==> src/rtl/eth_pkg.sv <==
// Shared Ethernet definitions: CRC-32 constants, framing bytes, sizing
// defaults and the FCS appender state encoding.
package eth_pkg;

    localparam logic [31:0] CRC32_POLY           = 32'hEDB88320;
    localparam logic [31:0] CRC32_INIT           = 32'hFFFFFFFF;
    localparam logic [7:0]  ETH_PREAMBLE_BYTE    = 8'h55;
    localparam logic [7:0]  ETH_SFD_BYTE         = 8'hD5;
    localparam int          ETH_MIN_FRAME_OCTETS = 60;
    localparam int          ETH_IFG_OCTETS       = 12;

    typedef enum logic [2:0] {
        ST_PRE,
        ST_DATA,
        ST_PAD,
        ST_FCS,
        ST_IFG
    } fcs_state_t;

endpackage

==> src/rtl/eth_crc32_byte.sv <==
// Combinational one-byte step of the reflected Ethernet CRC-32.
// Data bits are consumed LSB first. The same block is shared with the
// receive-side FCS checker.
module eth_crc32_byte
    import eth_pkg::*;
(
    input  logic [31:0] crc,
    input  logic [7:0]  data,
    output logic [31:0] crc_next
);

    logic [31:0] c;

    // Eight serial shift/xor steps unrolled into one combinational stage
    always_comb begin
        c = crc;
        for (int i = 0; i < 8; i++) begin
            if (c[0] ^ data[i]) begin
                c = (c >> 1) ^ CRC32_POLY;
            end else begin
                c = c >> 1;
            end
        end
        crc_next = c;
    end

endmodule

==> src/rtl/eth_fcs_appender.sv <==
// Ethernet FCS appender: passes preamble/SFD and frame bytes through,
// pads short frames, appends the CRC-32 FCS and then holds off the next
// frame for the inter-frame gap.
module eth_fcs_appender
    import eth_pkg::*;
#(
    parameter int          PREAMBLE_SFD_OCTETS = 8,
    parameter int          MIN_FRAME_OCTETS    = ETH_MIN_FRAME_OCTETS,
    parameter int          IFG_OCTETS          = ETH_IFG_OCTETS,
    parameter logic [7:0]  PAD_BYTE            = 8'h00
)
(
    input  logic       clk,
    input  logic       areset,
    output logic       in_axis_tready,
    input  logic       in_axis_tvalid,
    input  logic       in_axis_tlast,
    input  logic [7:0] in_axis_tdata,
    input  logic       out_axis_tready,
    output logic       out_axis_tvalid,
    output logic       out_axis_tlast,
    output logic [7:0] out_axis_tdata
);

    localparam logic [15:0] PRE_LAST = (PREAMBLE_SFD_OCTETS > 0) ? 16'(PREAMBLE_SFD_OCTETS - 1) : 16'd0;
    localparam logic [15:0] MIN_LEN  = 16'(MIN_FRAME_OCTETS);
    localparam logic [15:0] IFG_LAST = (IFG_OCTETS > 0) ? 16'(IFG_OCTETS - 1) : 16'd0;

    logic [1:0]  rst_pipe;
    logic        rst;
    fcs_state_t  state;
    logic [15:0] cnt;
    logic [15:0] len_cnt;
    logic [15:0] len_next;
    logic [31:0] crc;
    logic [31:0] crc_next;
    logic [31:0] fcs;
    logic [7:0]  fcs_byte;
    logic        beat;

    // Reset asserts immediately with areset but releases two clocks later
    always_ff @(posedge clk or posedge areset) begin
        if (areset) begin
            rst_pipe <= 2'b11;
        end else begin
            rst_pipe <= {rst_pipe[0], 1'b0};
        end
    end

    assign rst = rst_pipe[1];

    // Frame length grows by one per counted byte and sticks at the minimum
    assign len_next = (len_cnt >= MIN_LEN) ? len_cnt : len_cnt + 16'd1;
    assign fcs      = ~crc;
    assign beat     = out_axis_tvalid & out_axis_tready;

    // The CRC always absorbs whatever byte is leaving in DATA and PAD
    eth_crc32_byte u_crc (
        .crc      (crc),
        .data     (out_axis_tdata),
        .crc_next (crc_next)
    );

    // FCS is sent least significant byte first
    always_comb begin
        fcs_byte = fcs[7:0];
        case (cnt[1:0])
            2'd0:    fcs_byte = fcs[7:0];
            2'd1:    fcs_byte = fcs[15:8];
            2'd2:    fcs_byte = fcs[23:16];
            default: fcs_byte = fcs[31:24];
        endcase
    end

    // Output and ready muxing: zero-latency pass-through in PRE/DATA, locally
    // generated bytes in PAD/FCS, everything idle in IFG and during reset
    always_comb begin
        out_axis_tvalid = 1'b0;
        out_axis_tlast  = 1'b0;
        out_axis_tdata  = 8'h00;
        in_axis_tready  = 1'b0;
        if (!rst) begin
            case (state)
                ST_PRE: begin
                    out_axis_tvalid = in_axis_tvalid;
                    out_axis_tlast  = in_axis_tlast;
                    out_axis_tdata  = in_axis_tdata;
                    in_axis_tready  = out_axis_tready;
                end
                ST_DATA: begin
                    out_axis_tvalid = in_axis_tvalid;
                    out_axis_tdata  = in_axis_tdata;
                    in_axis_tready  = out_axis_tready;
                end
                ST_PAD: begin
                    out_axis_tvalid = 1'b1;
                    out_axis_tdata  = PAD_BYTE;
                end
                ST_FCS: begin
                    out_axis_tvalid = 1'b1;
                    out_axis_tlast  = (cnt[1:0] == 2'd3);
                    out_axis_tdata  = fcs_byte;
                end
                default: begin
                end
            endcase
        end
    end

    // Frame sequencing: state, shared beat/cycle counter, length and CRC
    always_ff @(posedge clk or posedge rst) begin
        if (rst) begin
            state   <= ST_PRE;
            cnt     <= 16'd0;
            len_cnt <= 16'd0;
            crc     <= CRC32_INIT;
        end else begin
            case (state)
                ST_PRE: begin
                    crc     <= CRC32_INIT;
                    len_cnt <= 16'd0;
                    if (beat) begin
                        if (in_axis_tlast) begin
                            cnt   <= 16'd0;
                            state <= (IFG_OCTETS == 0) ? ST_PRE : ST_IFG;
                        end else if (cnt == PRE_LAST) begin
                            cnt   <= 16'd0;
                            state <= ST_DATA;
                        end else begin
                            cnt <= cnt + 16'd1;
                        end
                    end
                end
                ST_DATA: begin
                    if (beat) begin
                        crc     <= crc_next;
                        len_cnt <= len_next;
                        if (in_axis_tlast) begin
                            cnt   <= 16'd0;
                            state <= (len_next < MIN_LEN) ? ST_PAD : ST_FCS;
                        end
                    end
                end
                ST_PAD: begin
                    if (beat) begin
                        crc     <= crc_next;
                        len_cnt <= len_next;
                        if (len_next >= MIN_LEN) begin
                            cnt   <= 16'd0;
                            state <= ST_FCS;
                        end
                    end
                end
                ST_FCS: begin
                    if (beat) begin
                        if (cnt[1:0] == 2'd3) begin
                            cnt   <= 16'd0;
                            state <= (IFG_OCTETS == 0) ? ST_PRE : ST_IFG;
                        end else begin
                            cnt <= cnt + 16'd1;
                        end
                    end
                end
                ST_IFG: begin
                    if (cnt == IFG_LAST) begin
                        cnt   <= 16'd0;
                        state <= ST_PRE;
                    end else begin
                        cnt <= cnt + 16'd1;
                    end
                end
                default: begin
                    cnt   <= 16'd0;
                    state <= ST_PRE;
                end
            endcase
        end
    end

endmodule

==> config.mk <==
export PLATFORM = sky130hd
export DESIGN_NAME = eth_fcs_appender
export DESIGN_NICKNAME = d
export VERILOG_FILES = /design/src/rtl/eth_pkg.sv /design/src/rtl/eth_crc32_byte.sv /design/src/rtl/eth_fcs_appender.sv
export SDC_FILE = /design/constraint.sdc
export NUM_CORES = 1
export LEC_CHECK = 0
export CAP_MARGIN = 10
export CORE_MARGIN = 10
export CORE_UTILIZATION = 47
export DETAILED_ROUTE_END_ITERATION = 7
export RECOVER_POWER = 100
export SYNTH_ARGS = -nofsm -noshare
export SYNTH_HDL_FRONTEND = slang
export SYNTH_SLANG_ARGS = --single-unit
==> constraint.sdc <==
create_clock -name clk -period 4.25 [get_ports clk]
set_input_delay 0.85 -clock clk [delete_from_list [all_inputs] [get_ports clk]]
set_output_delay 0.85 -clock clk [all_outputs]
set_load 0.05 [all_outputs]
# Yosys cells after proc, flatten, opt, wreduce, memory -nomap -nowiden
# Cells that the tools add are included.
[classes]
addsub = 2
magnitude_cmp = 3
eq_ne = 19
mux = 45
bitwise = 18
n_reduce_logical = 9
[ops]
columns = ["cell", "n"]
rows = [
  ["32-bit two-way mux", 9],
  ["16-bit two-way mux", 12],
  ["13-bit NOT with 14-bit output", 8],
  ["16-bit case mux with 5 select lines", 1],
  ["32-bit case mux with 2 select lines", 1],
  ["16-bit by 1-bit adder with 16-bit output, second input constant", 2],
  ["16-bit by 6-bit >= comparator with 1-bit output, second input constant", 2],
  ["32-bit NOT", 1],
  ["16-bit case mux with 2 select lines", 1],
  ["3-bit two-way mux", 10],
  ["8-bit case mux with 3 select lines", 1],
  ["16-bit by 3-bit equality test with 1-bit output, second input constant", 1],
  ["16-bit by 4-bit equality test with 1-bit output, second input constant", 1],
  ["16-bit by 6-bit less-than comparator with 1-bit output, second input constant", 1],
  ["2-bit != test, second input constant", 8],
  ["8-bit case mux with 2 select lines", 1],
  ["3-bit case mux with 5 select lines", 1],
  ["9-bit AND reduction", 1],
  ["8-bit two-way mux", 1],
  ["1-bit bitwise XOR", 8],
  ["3-bit by 2-bit equality test with 1-bit output, second input constant", 2],
  ["6-bit AND reduction", 1],
  ["2-bit OR reduction", 3],
  ["1-bit two-way mux", 5],
  ["12 further kinds", 14],
]
[word_totals]
regBits = 69
inputBits = 13
out_inout_bits = 11
wordCells = 101

# Longest topological paths before layout
[depth]
word_depth = 22
mapped_depth = 10

# By module
# Synthesis repeated with hierarchy kept, for this count alone.
[unflattened]
cells_unflattened = 496
hier_area_um2 = 4516.8
[by_module_without_submodules]
columns = ["module", "instances", "cells_per_inst", "area_per_inst_um2"]
rows = [
  ["eth_fcs_appender", 1, 426, 3747.3],
  ["eth_crc32_byte", 1, 70, 769.5],
]

# Worst setup path before layout
# No wires, ideal clock.
[synth_timing]
path_kind = "reg-to-reg"
startpoint = "register rst_pipe[1]"
endpoint = "register crc[24]"
arrival_ns = 3.852
required_ns = 4.177
slack_ns = 0.325
path_stages_with_launch = 8
n_path_buf = 0
cell_sequence = "dfstp_2 -> inv_1 -> nand3_4 -> o22ai_2 -> xnor2_2 -> xnor2_4 -> xnor3_1 -> a21oi_1"
[synth_between]
elab_cells_between_ends = 26
classes_between = "eq/ne: 1; mux: 12; bitwise: 12; reduce/logical: 1"
[synth_rtl]
columns = ["element", "line_no", "text"]
rows = [
  ["start: declaration", "eth_fcs_appender.sv:29", "logic [1:0] rst_pipe;"],
  ["start signal: assignment", "eth_fcs_appender.sv:46", "rst_pipe <= {rst_pipe[0], 1'b0};"],
  ["8-bit two-way mux (*)", "eth_fcs_appender.sv:82", "if (!rst) begin"],
  ["via out_axis_tdata[4]", "eth_fcs_appender.sv:22", "output logic [7:0] out_axis_tdata"],
  ["1-bit bitwise XOR (*)", "eth_crc32_byte.sv:18", "if (c[0] ^ data[i]) begin"],
  ["32-bit two-way mux (*)", "eth_crc32_byte.sv:18", ""],
  ["13-bit NOT with 14-bit output (no source line)", "--", ""],
  ["32-bit two-way mux (*) (2 in a row)", "eth_crc32_byte.sv:18", ""],
  ["13-bit NOT with 14-bit output (no source line)", "--", ""],
  ["32-bit two-way mux (*)", "eth_crc32_byte.sv:18", ""],
  ["32-bit two-way mux (*)", "eth_fcs_appender.sv:135, eth_fcs_appender.sv:145", ""],
  ["32-bit case mux with 2 select lines (*)", "eth_fcs_appender.sv:118", "case (state)"],
  ["end signal: assignment", "eth_fcs_appender.sv:136", "crc <= crc_next;"],
  ["end signal: assignment", "eth_fcs_appender.sv:146", "crc <= crc_next;"],
  ["end: declaration", "eth_fcs_appender.sv:35", "logic [31:0] crc;"],
]
# Mark *: on every way through the listed nets, which the timed path passes. The rest lies on a longest branch. The select of a mux whose other input is x is not followed.
# A chain may end at the register's enable or synchronous reset.

# Worst setup path after layout
[layout_timing]
startpoint = "register cnt[0]"
endpoint = "output out_axis_tdata[5]"
[layout_between]
elab_chain_len = 4
elab_cells_between_ends = 6
classes_between = "eq/ne: 2; mux: 3; reduce/logical: 1"
[layout_rtl]
columns = ["element", "line_no", "text"]
rows = [
  ["start: declaration", "eth_fcs_appender.sv:32", "logic [15:0] cnt;"],
  ["start signal: assignment", "eth_fcs_appender.sv:130", "cnt <= cnt + 16'd1;"],
  ["start signal: assignment", "eth_fcs_appender.sv:160", "cnt <= cnt + 16'd1;"],
  ["start signal: assignment", "eth_fcs_appender.sv:169", "cnt <= cnt + 16'd1;"],
  ["2-bit equality test (tied with other cells)", "eth_fcs_appender.sv:67", "case (cnt[1:0])"],
  ["8-bit case mux with 3 select lines (*)", "eth_fcs_appender.sv:67", ""],
  ["8-bit case mux with 2 select lines (*)", "eth_fcs_appender.sv:83", "case (state)"],
  ["8-bit two-way mux (*)", "eth_fcs_appender.sv:82", ""],
  ["end: declaration", "eth_fcs_appender.sv:22", ""],
]
# Mark *: on every way between the ends. The rest lies on a longest branch, timed or not.

==> run_results.csv <==
group,metric,value,unit
route,vias_per_cell,5.612,
timing,fmax,262.1,MHz
critical_path,crit_required,3400,ps
clock_tree,cts-resized-gates,0,
logic_synthesis,yosys.area.top_type,"dfstp_2",
timing,slew_headroom,-11.85,%
clock_tree,cts.sinks,69,
floorplan,die_y,119.8,um
status,status,"complete, but fails checks",
global_routing,grt_pass1_vias,3312,
logic_synthesis,synth_cell_type_count,57,
power_and_ir_drop,leakagePower,2.183,nW
clock_tree,cts.clk_slew.worst_paths,80,ps
floorplan,fp.coreArea,9729,sq um
critical_path,critical_path.max_fanout,9,
placed_design,port_buffers,23,
timing,post-route-min-period,3815,ps
logic_synthesis,async_flop_share,100.0,%
timing,setup_viol,0,
logic_synthesis,syn_nets,492,
clock_tree,cts_tree,"done",
timing,hold_viol,0,
power_and_ir_drop,p_per_area,245.8,nW/um^2
route,drc_errors,0,
global_routing,antenna_found_initial,0,
logic_synthesis,ys.flop_type,"dfrtp_1",
final_layout,area_growth,8.748,%
timing,fin_tns_setup,0,ps
critical_path,critPathArrivalTime,2970,ps
logic_synthesis,synth.area.top_cells,"dfstp_2 (19%), dfrtp_1 (19%), xnor3_1 (8.7%)",
timing,rsz0062_at_grt,"false",
status,violations,"max-capacitance violations, max-slew violations",
route,ant_nets,0,
logic_synthesis,syn_area_per_cell,9.909,sq um
critical_path,start_kind,"register",
clock_tree,cts_setup_buffers,0,
timing,finalCritPeriodShare,89.77,%
final_layout,drive_above_1_share,13.65,%
logic_synthesis,ys_warn_count,0,
logic_synthesis,yosys.area.top_type_share,19.10,%
logic_synthesis,synthTopCellsByCount,"inv_1 (43), a21oi_1 (42), nor3_1 (40), dfrtp_1 (35), dfstp_2 (34)",
placed_design,place_area,5010,sq um
final_layout,final_area,5086,sq um
logic_synthesis,synthCells,472,
logic_synthesis,ys_ff_latch,69,
route,num_vias,3502,
global_routing,grt_overflow,0,
global_routing,grtUsageTotal,15.82,%
floorplan,floorplan.initialDensity,48.07,%
floorplan,die-area,14340,sq um
timing,fin_worst_skew,16.54,ps
placed_design,gp_congestion,0.8381,
timing,tightest_slew,1678,ps
clock_tree,clock_path_buffers,2,
route,first_iter_violations,274,
floorplan,rows,36,
floorplan,io_pins,24,
critical_path,worst-setup-path-type,"reg2out",
clock_tree,insertion_delay,360,ps
clock_tree,cts-root-buf,"clkbuf_8",
route,wl_per_cell,17.71,um
floorplan,die_x,119.8,um
final_layout,fin_nets,506,
logic_synthesis,yosysMostFrequentCell,"inv_1",
clock_tree,cts_hold_buf,0,
final_layout,antenna_cells,0,
route,firstDrtPassIters,7,
global_routing,grt_pass1_wl,18150,um
logic_synthesis,ys_seq_area_share,37.83,%
timing,drv_slew,68,
placed_design,dp_hpwl,7688,um
global_routing,grt_max_degree,68,
critical_path,end_kind,"output pin",
route,wl,11050,um
clock_tree,cts_htree_levels,3,
flow_run,maxCapViolCount,1,
logic_synthesis,synth_edf_count,0,
logic_synthesis,syn_area,4677,sq um
power_and_ir_drop,irDropWorstVdd,161.1,uV
clock_tree,cts_made_buffers,9,
hold_path,holdCritPathClass,"reg2reg",
[cells in the final DEF (no fill, tap or decap), drive strengths merged, types with 4 or more instances in the layout]
cell type	instances
o21ai	26
inv	43
xor2	4
a21oi	42
dfstp	34
o22a	5
a222oi	8
and3	9
a31oi	4
nor2b	19
a22oi	6
clkbuf	14
xnor3	18
dlygate4sd3	13
ha	7
xnor2	44
clkinv	4
nand2	23
nor2	18
nor3	40
dfrtp	35
clkdlybuf4s50	10
nor4	5
nand3	12
[worst max-delay path, stage by stage (launching register included)]
cell	delay [ps]
dfrtp_1	460
ha_1	360
and2_1	430
a22oi_1	120
o22a_1	280
inv_1	70
dlygate4sd3_1	870
[registers in the layout, indices dropped and copies added, names as in the netlist]
| register | count |
|---|---|
| crc | 32 |
| cnt | 16 |
| rst_pipe | 2 |
| state | 3 |
| len_cnt | 16 |
[report_power, final]
group           total, W  switching, W  internal [W]
Sequential      0.000660   0.000000982      0.000659
Clock           0.000559      0.000271      0.000288
Combinational  0.0000308     0.0000181     0.0000128
[worst paths after layout]
check,startpoint,endpoint,slack [ps],cells past startpoint
setup reg to reg,cnt[0],crc[17],540,8
min in group asynchronous,areset,rst_pipe[0],940,2
hold reg to reg,rst_pipe[0],rst_pipe[1],370,0
max in group asynchronous,rst_pipe[1],len_cnt[8],2200,2
setup / recovery,cnt[0],out_axis_tdata[5],430,6
hold / removal,rst_pipe[0],rst_pipe[1],370,0
[stage by stage]
stage | total power [W] | hold WS, ps | setup slack [ps] | cells | util [%]
3_3_place_gp | 0.0007045 | 348.0 | 770.9 | 608 | 51.49
2_1_floorplan | 0.0006861 | 345.2 | 325.3 | 472 | -
3_5_place_dp | 0.0007050 | 349.8 | 772.1 | 608 | 51.49
4_1_cts | 0.001266 | 361.4 | 498.5 | 624 | 53.56
6_report | 0.001250 | 365.1 | 434.7 | 624 | 52.28
5_1_grt | 0.001303 | 372.5 | 249.4 | 624 | 52.28
[final cells by class]
type,count,area [sq um]
Fill cell,932,4643
Multi-Input combinational cell,333,2517
Sequential cell,69,1769
Timing Repair Buffer,29,266.5
Tap cell,133,166.4
Inverter,44,165.2
Clock buffer,11,141.4
Clock inverter,5,60.06
[logic make-up after synthesis]
family	share of synthesized area (%)
muxes	0.6421
buffers and inverters	6.206
DFF	37.83
AOI/OAI and AO/OA	15.94
other	0.08018
adders and majority gates	1.873
xor gates and xnor gates	21.51
and+or+nand+nor	15.92
[layer usage]
layer  GRT usage [%]  wire (um)  up-vias
met5               0          0        -
met4           6.561        234        0
met3           2.719        557       19
met2           22.42       4741       79
met1           23.18       5518     1717
li1                -          -     1687
No activity file was read; power rests on OpenSTA's default activity.
